--- config.mk ---
export PLATFORM = sky130hd
export DESIGN_NAME = regfile_sequencer_flat
export DESIGN_NICKNAME = d
export VERILOG_FILES = /design/src/rtl/cpu_pkg.sv /design/src/rtl/regfile_sequencer_if.sv /design/src/rtl/regfile_sequencer_alu8.sv /design/src/rtl/regfile_sequencer.sv /design/src/flat_wrapper.sv
export SDC_FILE = /design/constraint.sdc
export NUM_CORES = 1
export LEC_CHECK = 0
export CORE_MARGIN = 2
export CORE_UTILIZATION = 35
export DETAILED_ROUTE_END_ITERATION = 10
export MAX_ROUTING_LAYER = met4
export PLACE_DENSITY_LB_ADDON = 0.1
export REMOVE_ABC_BUFFERS = 1
export SETUP_SLACK_MARGIN = 0.4
export SLEW_MARGIN = 10
export SYNTH_ARGS = -nofsm -noshare
export SYNTH_HDL_FRONTEND = slang
export SYNTH_HIERARCHICAL = 1
export SYNTH_SLANG_ARGS = --single-unit
--- constraint.sdc ---
create_clock -name clk -period 2.9 [get_ports clk]
set_input_delay 0.725 -clock clk [delete_from_list [all_inputs] [get_ports clk]]
set_output_delay 0.725 -clock clk [all_outputs]
set_load 0.02 [all_outputs]
--- src/rtl/cpu_pkg.sv ---
// Shared definitions for the CPU register-file sequencer: widths, opcodes,
// controller states and instruction field positions.
package cpu_pkg;

  localparam int DATA_W     = 8;
  localparam int REG_ADDR_W = 3;
  localparam int INSTR_W    = 16;

  localparam logic [3:0] OP_NOP = 4'd0;
  localparam logic [3:0] OP_LDI = 4'd1;
  localparam logic [3:0] OP_MOV = 4'd2;
  localparam logic [3:0] OP_ADD = 4'd3;
  localparam logic [3:0] OP_SUB = 4'd4;
  localparam logic [3:0] OP_AND = 4'd5;
  localparam logic [3:0] OP_OR  = 4'd6;
  localparam logic [3:0] OP_XOR = 4'd7;
  localparam logic [3:0] OP_SHL = 4'd8;
  localparam logic [3:0] OP_SHR = 4'd9;
  localparam logic [3:0] OP_CMP = 4'd10;

  typedef enum logic [1:0] {
    S_IDLE      = 2'd0,
    S_DECODE    = 2'd1,
    S_EXECUTE   = 2'd2,
    S_WRITEBACK = 2'd3
  } state_t;

  localparam int OPC_MSB = 15;
  localparam int OPC_LSB = 12;
  localparam int RD_MSB  = 11;
  localparam int RD_LSB  = 9;
  localparam int RS1_MSB = 8;
  localparam int RS1_LSB = 6;
  localparam int RS2_MSB = 5;
  localparam int RS2_LSB = 3;
  localparam int IMM_MSB = 7;
  localparam int IMM_LSB = 0;

  // LDI through SHR produce a register write; NOP, CMP and illegal do not.
  function automatic logic writesReg(input logic [3:0] op);
    return (op >= OP_LDI) && (op <= OP_SHR);
  endfunction

  // Everything above CMP is an undefined opcode.
  function automatic logic isIllegal(input logic [3:0] op);
    return op > OP_CMP;
  endfunction

endpackage

--- src/rtl/regfile_sequencer_if.sv ---
// Instruction handshake plus register-file read/write bus of the sequencer.
// The slave side is the sequencer; the master side is the instruction
// source together with the register file it controls.
interface regfile_sequencer_if;
  import cpu_pkg::*;

  logic                  instr_valid;
  logic [INSTR_W-1:0]    instr;
  logic                  instr_ready;
  logic [REG_ADDR_W-1:0] rs1_ptr;
  logic [REG_ADDR_W-1:0] rs2_ptr;
  logic [DATA_W-1:0]     rs1_data;
  logic [DATA_W-1:0]     rs2_data;
  logic                  reg_write;
  logic [REG_ADDR_W-1:0] rd_ptr;
  logic [DATA_W-1:0]     wb_data;
  logic                  flag_z;
  logic                  flag_c;
  logic                  illegal;
  logic                  busy;

  modport slave (
    input  instr_valid, instr, rs1_data, rs2_data,
    output instr_ready, rs1_ptr, rs2_ptr, reg_write, rd_ptr, wb_data,
           flag_z, flag_c, illegal, busy
  );

  modport master (
    output instr_valid, instr, rs1_data, rs2_data,
    input  instr_ready, rs1_ptr, rs2_ptr, reg_write, rd_ptr, wb_data,
           flag_z, flag_c, illegal, busy
  );

endinterface

--- src/rtl/regfile_sequencer_alu8.sv ---
// Combinational 8-bit ALU used in the EXECUTE step. Besides the result it
// reports the candidate flags and whether this opcode is allowed to update them.
module alu8
  import cpu_pkg::*;
(
  input  logic [3:0]        opcode_i,
  input  logic [DATA_W-1:0] a_i,
  input  logic [DATA_W-1:0] b_i,
  input  logic [DATA_W-1:0] imm8_i,
  output logic [DATA_W-1:0] result_o,
  output logic              c_out_o,
  output logic              z_out_o,
  output logic              flag_update_o
);

  logic [DATA_W:0] sum9;
  logic [DATA_W:0] diff9;

  // Result, carry/borrow and flag-update qualifier per opcode; the top bit of
  // the 9-bit difference is the unsigned borrow used by SUB and CMP.
  always_comb begin
    sum9          = {1'b0, a_i} + {1'b0, b_i};
    diff9         = {1'b0, a_i} - {1'b0, b_i};
    result_o      = '0;
    c_out_o       = 1'b0;
    flag_update_o = 1'b0;
    case (opcode_i)
      OP_NOP: result_o = '0;
      OP_LDI: result_o = imm8_i;
      OP_MOV: result_o = a_i;
      OP_ADD: begin
        result_o      = sum9[DATA_W-1:0];
        c_out_o       = sum9[DATA_W];
        flag_update_o = 1'b1;
      end
      OP_SUB, OP_CMP: begin
        result_o      = diff9[DATA_W-1:0];
        c_out_o       = diff9[DATA_W];
        flag_update_o = 1'b1;
      end
      OP_AND: begin
        result_o      = a_i & b_i;
        flag_update_o = 1'b1;
      end
      OP_OR: begin
        result_o      = a_i | b_i;
        flag_update_o = 1'b1;
      end
      OP_XOR: begin
        result_o      = a_i ^ b_i;
        flag_update_o = 1'b1;
      end
      OP_SHL: begin
        result_o      = {a_i[DATA_W-2:0], 1'b0};
        c_out_o       = a_i[DATA_W-1];
        flag_update_o = 1'b1;
      end
      OP_SHR: begin
        result_o      = {1'b0, a_i[DATA_W-1:1]};
        c_out_o       = a_i[0];
        flag_update_o = 1'b1;
      end
      default: result_o = '0;
    endcase
    z_out_o = (result_o == '0);
  end

endmodule

--- src/rtl/regfile_sequencer.sv ---
// Operand-fetch and write-back controller for the 8x8 register file. Each
// accepted instruction walks IDLE -> DECODE -> EXECUTE -> WRITEBACK and
// produces at most one registered write strobe.
module regfile_sequencer
  import cpu_pkg::*;
(
  input  logic clk,
  input  logic rst,
  regfile_sequencer_if.slave bus
);

  state_t                state_q, state_d;
  logic [INSTR_W-1:0]    ir_q;
  logic [DATA_W-1:0]     opA_q, opB_q;
  logic                  regWrite_q;
  logic [REG_ADDR_W-1:0] rdPtr_q;
  logic [DATA_W-1:0]     wbData_q;
  logic                  flagZ_q, flagC_q;
  logic                  illegal_q;
  logic                  instrReady;
  logic                  handshake;

  logic [3:0]            opcode;
  logic [DATA_W-1:0]     aluResult;
  logic                  aluC, aluZ, aluFlagUpdate;

  assign opcode = ir_q[OPC_MSB:OPC_LSB];

  alu8 uAlu (
    .opcode_i      (opcode),
    .a_i           (opA_q),
    .b_i           (opB_q),
    .imm8_i        (ir_q[IMM_MSB:IMM_LSB]),
    .result_o      (aluResult),
    .c_out_o       (aluC),
    .z_out_o       (aluZ),
    .flag_update_o (aluFlagUpdate)
  );

  // Next state and handshake; ready is withheld while reset is asserted so
  // reset always wins over a simultaneous transfer.
  always_comb begin
    state_d    = state_q;
    instrReady = (state_q == S_IDLE) && !rst;
    handshake  = instrReady && bus.instr_valid;
    case (state_q)
      S_IDLE:      if (handshake) state_d = S_DECODE;
      S_DECODE:    state_d = S_EXECUTE;
      S_EXECUTE:   state_d = S_WRITEBACK;
      S_WRITEBACK: state_d = S_IDLE;
      default:     state_d = S_IDLE;
    endcase
  end

  // State register.
  always_ff @(posedge clk) begin
    if (rst) state_q <= S_IDLE;
    else     state_q <= state_d;
  end

  // Instruction register and operand latches; operands are sampled from the
  // register file at the end of DECODE while the read pointers are stable.
  always_ff @(posedge clk) begin
    if (rst) begin
      ir_q  <= '0;
      opA_q <= '0;
      opB_q <= '0;
    end else begin
      if (handshake) ir_q <= bus.instr;
      if (state_q == S_DECODE) begin
        opA_q <= bus.rs1_data;
        opB_q <= bus.rs2_data;
      end
    end
  end

  // Write-back and flag registers, loaded at the end of EXECUTE so the write
  // strobe and the illegal pulse live exactly in the WRITEBACK cycle.
  always_ff @(posedge clk) begin
    if (rst) begin
      regWrite_q <= 1'b0;
      rdPtr_q    <= '0;
      wbData_q   <= '0;
      flagZ_q    <= 1'b0;
      flagC_q    <= 1'b0;
      illegal_q  <= 1'b0;
    end else begin
      regWrite_q <= 1'b0;
      illegal_q  <= 1'b0;
      if (state_q == S_EXECUTE) begin
        regWrite_q <= writesReg(opcode);
        illegal_q  <= isIllegal(opcode);
        if (writesReg(opcode)) begin
          rdPtr_q  <= ir_q[RD_MSB:RD_LSB];
          wbData_q <= aluResult;
        end
        if (aluFlagUpdate) begin
          flagZ_q <= aluZ;
          flagC_q <= aluC;
        end
      end
    end
  end

  assign bus.instr_ready = instrReady;
  assign bus.busy        = !instrReady;
  assign bus.rs1_ptr     = ir_q[RS1_MSB:RS1_LSB];
  assign bus.rs2_ptr     = ir_q[RS2_MSB:RS2_LSB];
  assign bus.reg_write   = regWrite_q;
  assign bus.rd_ptr      = rdPtr_q;
  assign bus.wb_data     = wbData_q;
  assign bus.flag_z      = flagZ_q;
  assign bus.flag_c      = flagC_q;
  assign bus.illegal     = illegal_q;

endmodule

--- src/flat_wrapper.sv ---
// flat-port wrapper written by rule: the top's interface ports become plain ports
module regfile_sequencer_flat import cpu_pkg::*;
  (clk, rst, bus_instr_valid, bus_instr, bus_rs1_data, bus_rs2_data, bus_instr_ready, bus_rs1_ptr, bus_rs2_ptr, bus_reg_write, bus_rd_ptr, bus_wb_data, bus_flag_z, bus_flag_c, bus_illegal, bus_busy);
  regfile_sequencer_if bus_i ();
  input  logic clk;
  input  logic rst;
  input wire logic [$bits(bus_i.instr_valid)-1:0] bus_instr_valid;
  input wire logic [$bits(bus_i.instr)-1:0] bus_instr;
  input wire logic [$bits(bus_i.rs1_data)-1:0] bus_rs1_data;
  input wire logic [$bits(bus_i.rs2_data)-1:0] bus_rs2_data;
  output wire logic [$bits(bus_i.instr_ready)-1:0] bus_instr_ready;
  output wire logic [$bits(bus_i.rs1_ptr)-1:0] bus_rs1_ptr;
  output wire logic [$bits(bus_i.rs2_ptr)-1:0] bus_rs2_ptr;
  output wire logic [$bits(bus_i.reg_write)-1:0] bus_reg_write;
  output wire logic [$bits(bus_i.rd_ptr)-1:0] bus_rd_ptr;
  output wire logic [$bits(bus_i.wb_data)-1:0] bus_wb_data;
  output wire logic [$bits(bus_i.flag_z)-1:0] bus_flag_z;
  output wire logic [$bits(bus_i.flag_c)-1:0] bus_flag_c;
  output wire logic [$bits(bus_i.illegal)-1:0] bus_illegal;
  output wire logic [$bits(bus_i.busy)-1:0] bus_busy;
  assign bus_i.instr_valid = bus_instr_valid;
  assign bus_i.instr = bus_instr;
  assign bus_i.rs1_data = bus_rs1_data;
  assign bus_i.rs2_data = bus_rs2_data;
  assign bus_instr_ready = bus_i.instr_ready;
  assign bus_rs1_ptr = bus_i.rs1_ptr;
  assign bus_rs2_ptr = bus_i.rs2_ptr;
  assign bus_reg_write = bus_i.reg_write;
  assign bus_rd_ptr = bus_i.rd_ptr;
  assign bus_wb_data = bus_i.wb_data;
  assign bus_flag_z = bus_i.flag_z;
  assign bus_flag_c = bus_i.flag_c;
  assign bus_illegal = bus_i.illegal;
  assign bus_busy = bus_i.busy;
  regfile_sequencer u_core (.clk(clk), .rst(rst), .bus(bus_i));
endmodule
==> results.md <==
- CP startpoint kind: flip-flop
- Area delta synth->final: 31.8%
- Routed vias/inst: 5.08
- Max_slew headroom: 53.1%
- Worst Max-Slew Pin Slew: 0.703 ns
- Post-Route Setup TNS: 0 ns
- Leakage: 1.85 nW
- RSZ-0062 raised after global routing: true
- Cells after synthesis: 426
- Tcrit/Tclk final: 83.9%
- Die area: 11,200 µm²
- Share of layout cells above drive strength 1: 22.2%
- Status: finished clean
- Period minus WS final: 2.43 ns
- Worst min-delay path class: flip-flop to flip-flop
- CTS clk-pin slew, worst paths: 0.10 ns
- Die Ht: 106 µm
- CTS Buf Count: 5
- Routed length per instance: 16.0 µm
- Fillers: 1,047
- Mean Syn Cell Area: 8.55 µm²
- Library cells used by synthesis: 71
- Crit Path Class: flip-flop to flip-flop
- DRT Pass-1 Iters: 4
- Gr usage total: 18.8%
- Seq/Total Area, Yosys: 26.9%
- Largest net degree at the start of global routing: 58
- Max Fclk: 411 MHz
- Mapped cell area: 3640 µm²
- Initial antenna violation count: 0
- VDD IR max: 0.245 mV
- Initial Util: 35.6%
- First-pass GRT wire length: 16,400 µm
- Ys flop type: dfxtp_1
- Pwr/cell area: 693 nW/µm²
- Clock sinks: 49
- Vias in the first global route: 3,197
- Most common cell after layout, fill and taps aside: clkdlybuf4s50_1
- Data required, critical path: 3.14 ns
- Critical Path Fanout Max: 3
- Buf/Inv on CP: 1
- Crit path DAT: 2.67 ns
- I/O Buffers: 57
- Clock Latency Late Sink: 0.30 ns
- Final core utilization: 46.9%
- Site Rows: 37
- Most frequent cells in the layout: 55 x clkdlybuf4s50_1, 42 x buf_4, 39 x nand2b_1
- GP Congestion: 0.893
- Final Skew: 0.00502 ns
- Largest stage delay, worst path: 0.39 ns
- Worst path slowest cell: dfxtp_4
- Ant diodes: 0
- CTS root buf: clkbuf_8
- Crit end category: flip-flop
- DP HPWL: 7560 µm
- Register bit total from synthesis: 49
- Area of the multi-input gates: 2530 µm²
- Total Power: 3.33 mW
- Area of the core: 10,200 µm²
- Drc violations: 0
- Synth Warn #: 6
- DRT iter0 DRCs: 143
- Grt ovf: 0
- Die width: 106 µm
- Post-CTS Hold Buffers: 0
- Async SR Flop Fraction: 0%
- Final Max Tran Viols: 0
- Max cap viols: 0
- Clock Tree Buf Depth: 2
- Nets: 564
- Final Hold Fails: 0
- CTS tree: built
- Via count: 3,234
- EDFF count, synth: 0
- Final ANT Viol Nets: 0
- CTS H-tree lvls: 2
- Io pins: 58
- Crit path cell chain: inv_1 > ha_1 > fa_2 > o21bai_2 > a21oi_2 > a221oi_1 > o211ai_2 > nor4_2 > nand3_1 > a21oi_1
- Largest delay share family, worst path: compound AO/OA/AOI/OAI gates
- FF/Latch Area: 1010 µm²
- Setup-failing EPs final: 0
- Final Routed Wirelength: 10,200 µm
-- worst reg2reg max path: cells and delay by family (launching register included) --
kind / cells / cell delay, ns
compound gates: 5 / 0.88
fa+ha+maj: 2 / 0.62
flops: 1 / 0.39
simple gates: 2 / 0.39
buf+inv: 1 / 0.07
-- stage by stage --
| step | instances | hold slack (ns) | setup slack [ns] | area, µm² |
|---|---|---|---|---|
| 6_report | 636 | 0.472 | 0.466 | 4800 |
| 3_5_place_dp | 611 | 0.464 | 0.132 | 4340 |
| 5_1_grt | 636 | 0.498 | 0.320 | 4800 |
| 3_3_place_gp | 611 | 0.457 | 0.126 | 4340 |
| 4_1_cts | 634 | 0.478 | 0.371 | 4750 |
| 2_1_floorplan | 392 | 0.444 | 0.429 | 3410 |
-- cells in the mapped netlist (all sizes together) (3+ instances only) --
cell / number / area share, %
a32oi: 5 / 1.2
nand2: 32 / 3.3
nor3b: 4 / 0.82
nand4: 3 / 0.52
mux2: 6 / 2.0
a21o: 6 / 1.2
a22oi: 4 / 0.82
o21bai: 3 / 0.62
nor4: 5 / 1.2
ha: 28 / 9.6
mux2i: 30 / 8.2
buf: 23 / 5.3
inv: 24 / 2.5
a221oi: 4 / 1.1
nor2b: 12 / 2.1
nor3: 4 / 0.69
o31ai: 3 / 0.62
a22o: 4 / 0.96
o211ai: 4 / 0.96
clkbuf: 11 / 1.1
nand3: 8 / 1.1
nor2: 29 / 3.0
or2: 4 / 0.76
o21ai: 22 / 3.0
dfxtp: 49 / 27
a21oi: 14 / 2.0
or4bb: 3 / 0.93
nand2b: 39 / 6.7
-- logic make-up after synthesis --
kind of cell | share of synthesized area, %
AOI/OAI and AO/OA | 17.7
and+or+nand+nor | 24.6
xor gates and xnor gates | 0.962
adders and majority gates | 10.7
buffers and inverters | 8.90
muxes | 10.2
DFF | 26.9
-- worst paths after layout --
check        slack (ns)                end  cells after the start         startpoint
max reg2reg        0.47  u_core/bus.flag_z                     10    u_core/opA_q[0]
max                0.47  u_core/bus.flag_z                     10    u_core/opA_q[0]
min                0.47  u_core/bus.flag_c                      2  u_core/bus.flag_c
min reg2reg        0.47  u_core/bus.flag_c                      2  u_core/bus.flag_c
-- cell type report --
type / instances / area share (%)
inverter: 24 / 1.88
multi-input combinational: 319 / 52.7
sequential: 49 / 21.0
timing repair buffer: 100 / 18.5
clock buffer: 7 / 1.80
clock inverter: 1 / 0.625
tap: 136 / 3.54
-- layer usage --
metal / GRT usage (%) / part of all wire, %
met5: - / 0
met4: 6.02 / 1.8
met3: 2.33 / 4.6
met2: 30.7 / 46
met1: 24.3 / 48
-- state kept, by name (all words and copies together), names as in the netlist --
register / flops
u_core/opB_q: 8
u_core/bus.wb_data: 8
u_core/bus.reg_write: 1
u_core/bus.illegal: 1
u_core/ir_q: 16
u_core/bus.flag_c: 1
u_core/opA_q: 8
u_core/bus.flag_z: 1
u_core/state_q: 2
u_core/bus.rd_ptr: 3
-- where the power goes --
part	internal (mW)	switching [mW]
combinational	0.892	1.00
clock	0.282	0.243
sequential	0.799	0.111
total	1.97	1.35
-- timing repair --
item,CTS,global route
resized for setup,48,15
gates cloned,0,0
setup endpoints to repair,3,4
pin swaps,13,10
setup buffers,15,2
Power figures use the tool's default switching activity.
==> variant, RTL diff (same flow settings) <==
The 4 states of `state_t` get a one-hot encoding in 4 bits.
--- a/src/rtl/cpu_pkg.sv
+++ b/src/rtl/cpu_pkg.sv
@@ -20,7 +20,7 @@
 
-  typedef enum logic [1:0] {
-    S_IDLE      = 2'd0,
-    S_DECODE    = 2'd1,
-    S_EXECUTE   = 2'd2,
-    S_WRITEBACK = 2'd3
+  typedef enum logic [3:0] {
+    S_IDLE      = 4'b0001,
+    S_DECODE    = 4'b0010,
+    S_EXECUTE   = 4'b0100,
+    S_WRITEBACK = 4'b1000
   } state_t;
Function: no difference found for any inputs over 10 cycles, from zero or initial values and one cycle with rst high; not proved beyond that.
==> variant against the unedited design <==
  * Final area is 1.5% higher
  * Setup slack worse by 230 ps
  * Wire length rose by 7.6%
  * Clock skew up 8.3 ps
  * Via count up 4.5%
  * Sequential cell count grew 2
  * Critical path depth is the same
  * Area after synthesis grew 0.86%
  * Die area is 0.83% higher
  * Highest routed layer unchanged
Power is not compared: it rests on default switching activity, and its combinational part moved more than twofold at a synthesized area within 25%.
==> variant: results (changes against the unedited design) <==
Status
  • Status: complete, no violations

Drt
  • Metal3 WL: 393 um (-16%)
  • Detailed-route vias per instance: 5.29 (+4.0%)
  • Routed len/inst: 17.2 um (+7.1%)
  • Met2 wire length: 5.06 mm (+8.3%)
  • Metal-1 WL: 5.38 mm (+10%)

Cells and area
  • Layout cells sized above 1: 23.5% (+1.3 points)

Yosys
  • Synth cell types: 69 (-2.8%)
  • Synth top cells by count: 51 x dfxtp_1, 45 x nand2_1, 30 x a21oi_1, 26 x inv_1, 25 x nand2b_1
  • Largest cells by area after synthesis: dfxtp_1 28%, ha_1 8.2%, mux2_2 4.6%
  • Post-synthesis sequential area ratio: 27.8% (+0.86 points)

Global route
  • GRT Total Usage: 20.3% (+1.5 points)
  • Vias in the first global route: 3377 (+5.6%)
  • Met1 Use GR: 28.3% (+4.0 points)
  • Largest net degree at the start of global routing: 59 (+1.7%)
  • Met2 usage in global routing: 31.3% (+0.54 points)

CTS
  • Clock Latency Late Sink: 320 ps (+20 ps)

Hold path
  • WHS Endpoint: u_core/opB_q[5]

Timing
  • Worst Hold Slack: 476 ps (+4.24 ps)
  • Slew headroom: 48.4% (-4.7 points)
  • Max Clock Freq: 0.375 GHz (-8.8%)
  • Clock skew: 13.3 ps (+8.28 ps)

Worst setup path
  • Crit path max-delay cell type: fa_1
  • Worst path max stage delay: 470 ps (+80 ps)
  • Reg-to-Reg Start: u_core/opA_q[1]
-- variant: cell count changes in the layout (fill, tap and decap cells not counted), sizes merged, moves of 12 or more --
cell and change:
a21oi +17, nor2 -16, nor2b +12, o21ai -15, mux2i -14, nand2b -14, nand2 +13, mux2 +13
-- variant: area by class of cell --
| type | count | area, sq um |
|---|---|---|
| fill | 1030 | 5400 |
| multi-input combinational | 317 | 2540 |
| sequential | 51 | 1040 |
| timing repair buffer | 100 | 902 |
| tap | 136 | 170 |
| inverter | 27 | 101 |
| clock buffer | 5 | 68.8 |
| clock inverter | 3 | 46.3 |
-- variant: cells by family after synthesis --
| family | share of synthesized area (%) |
|---|---|
| mux | 10.3 |
| simple gates | 25.4 |
| fa+ha+maj | 9.26 |
| flops | 27.8 |
| xor+xnor | 0.954 |
| buf+inv | 8.51 |
| compound gates | 17.8 |
-- variant: power by group --
| part | switching, mW | internal, mW |
|---|---|---|
| clock network | 0.266 | 0.260 |
| registers | 0.0236 | 0.722 |
| logic | 0.200 | 0.196 |
| total | 0.489 | 1.18 |
-- variant: metrics by stage --
stage,util (%),cells
global route,47.4,639
floorplan,-,395
detailed placement,42.9,615
CTS,46.9,636
global placement,42.9,615
finish,47.4,639
-- variant: repair_timing --
| item | in CTS | in global routing |
|---|---|---|
| resized for setup | 48 | 7 |
| endpoints found under the setup margin | 3 | 1 |
| buffers inserted | 13 | 3 |
| pin swaps | 9 | 7 |
| hold buffers | 0 | 0 |
-- variant: tightest hold or removal path, stage by stage, from the launching register on --
cell	delay (ps)
dfxtp_2	340
nand2_1	50
a21oi_1	50
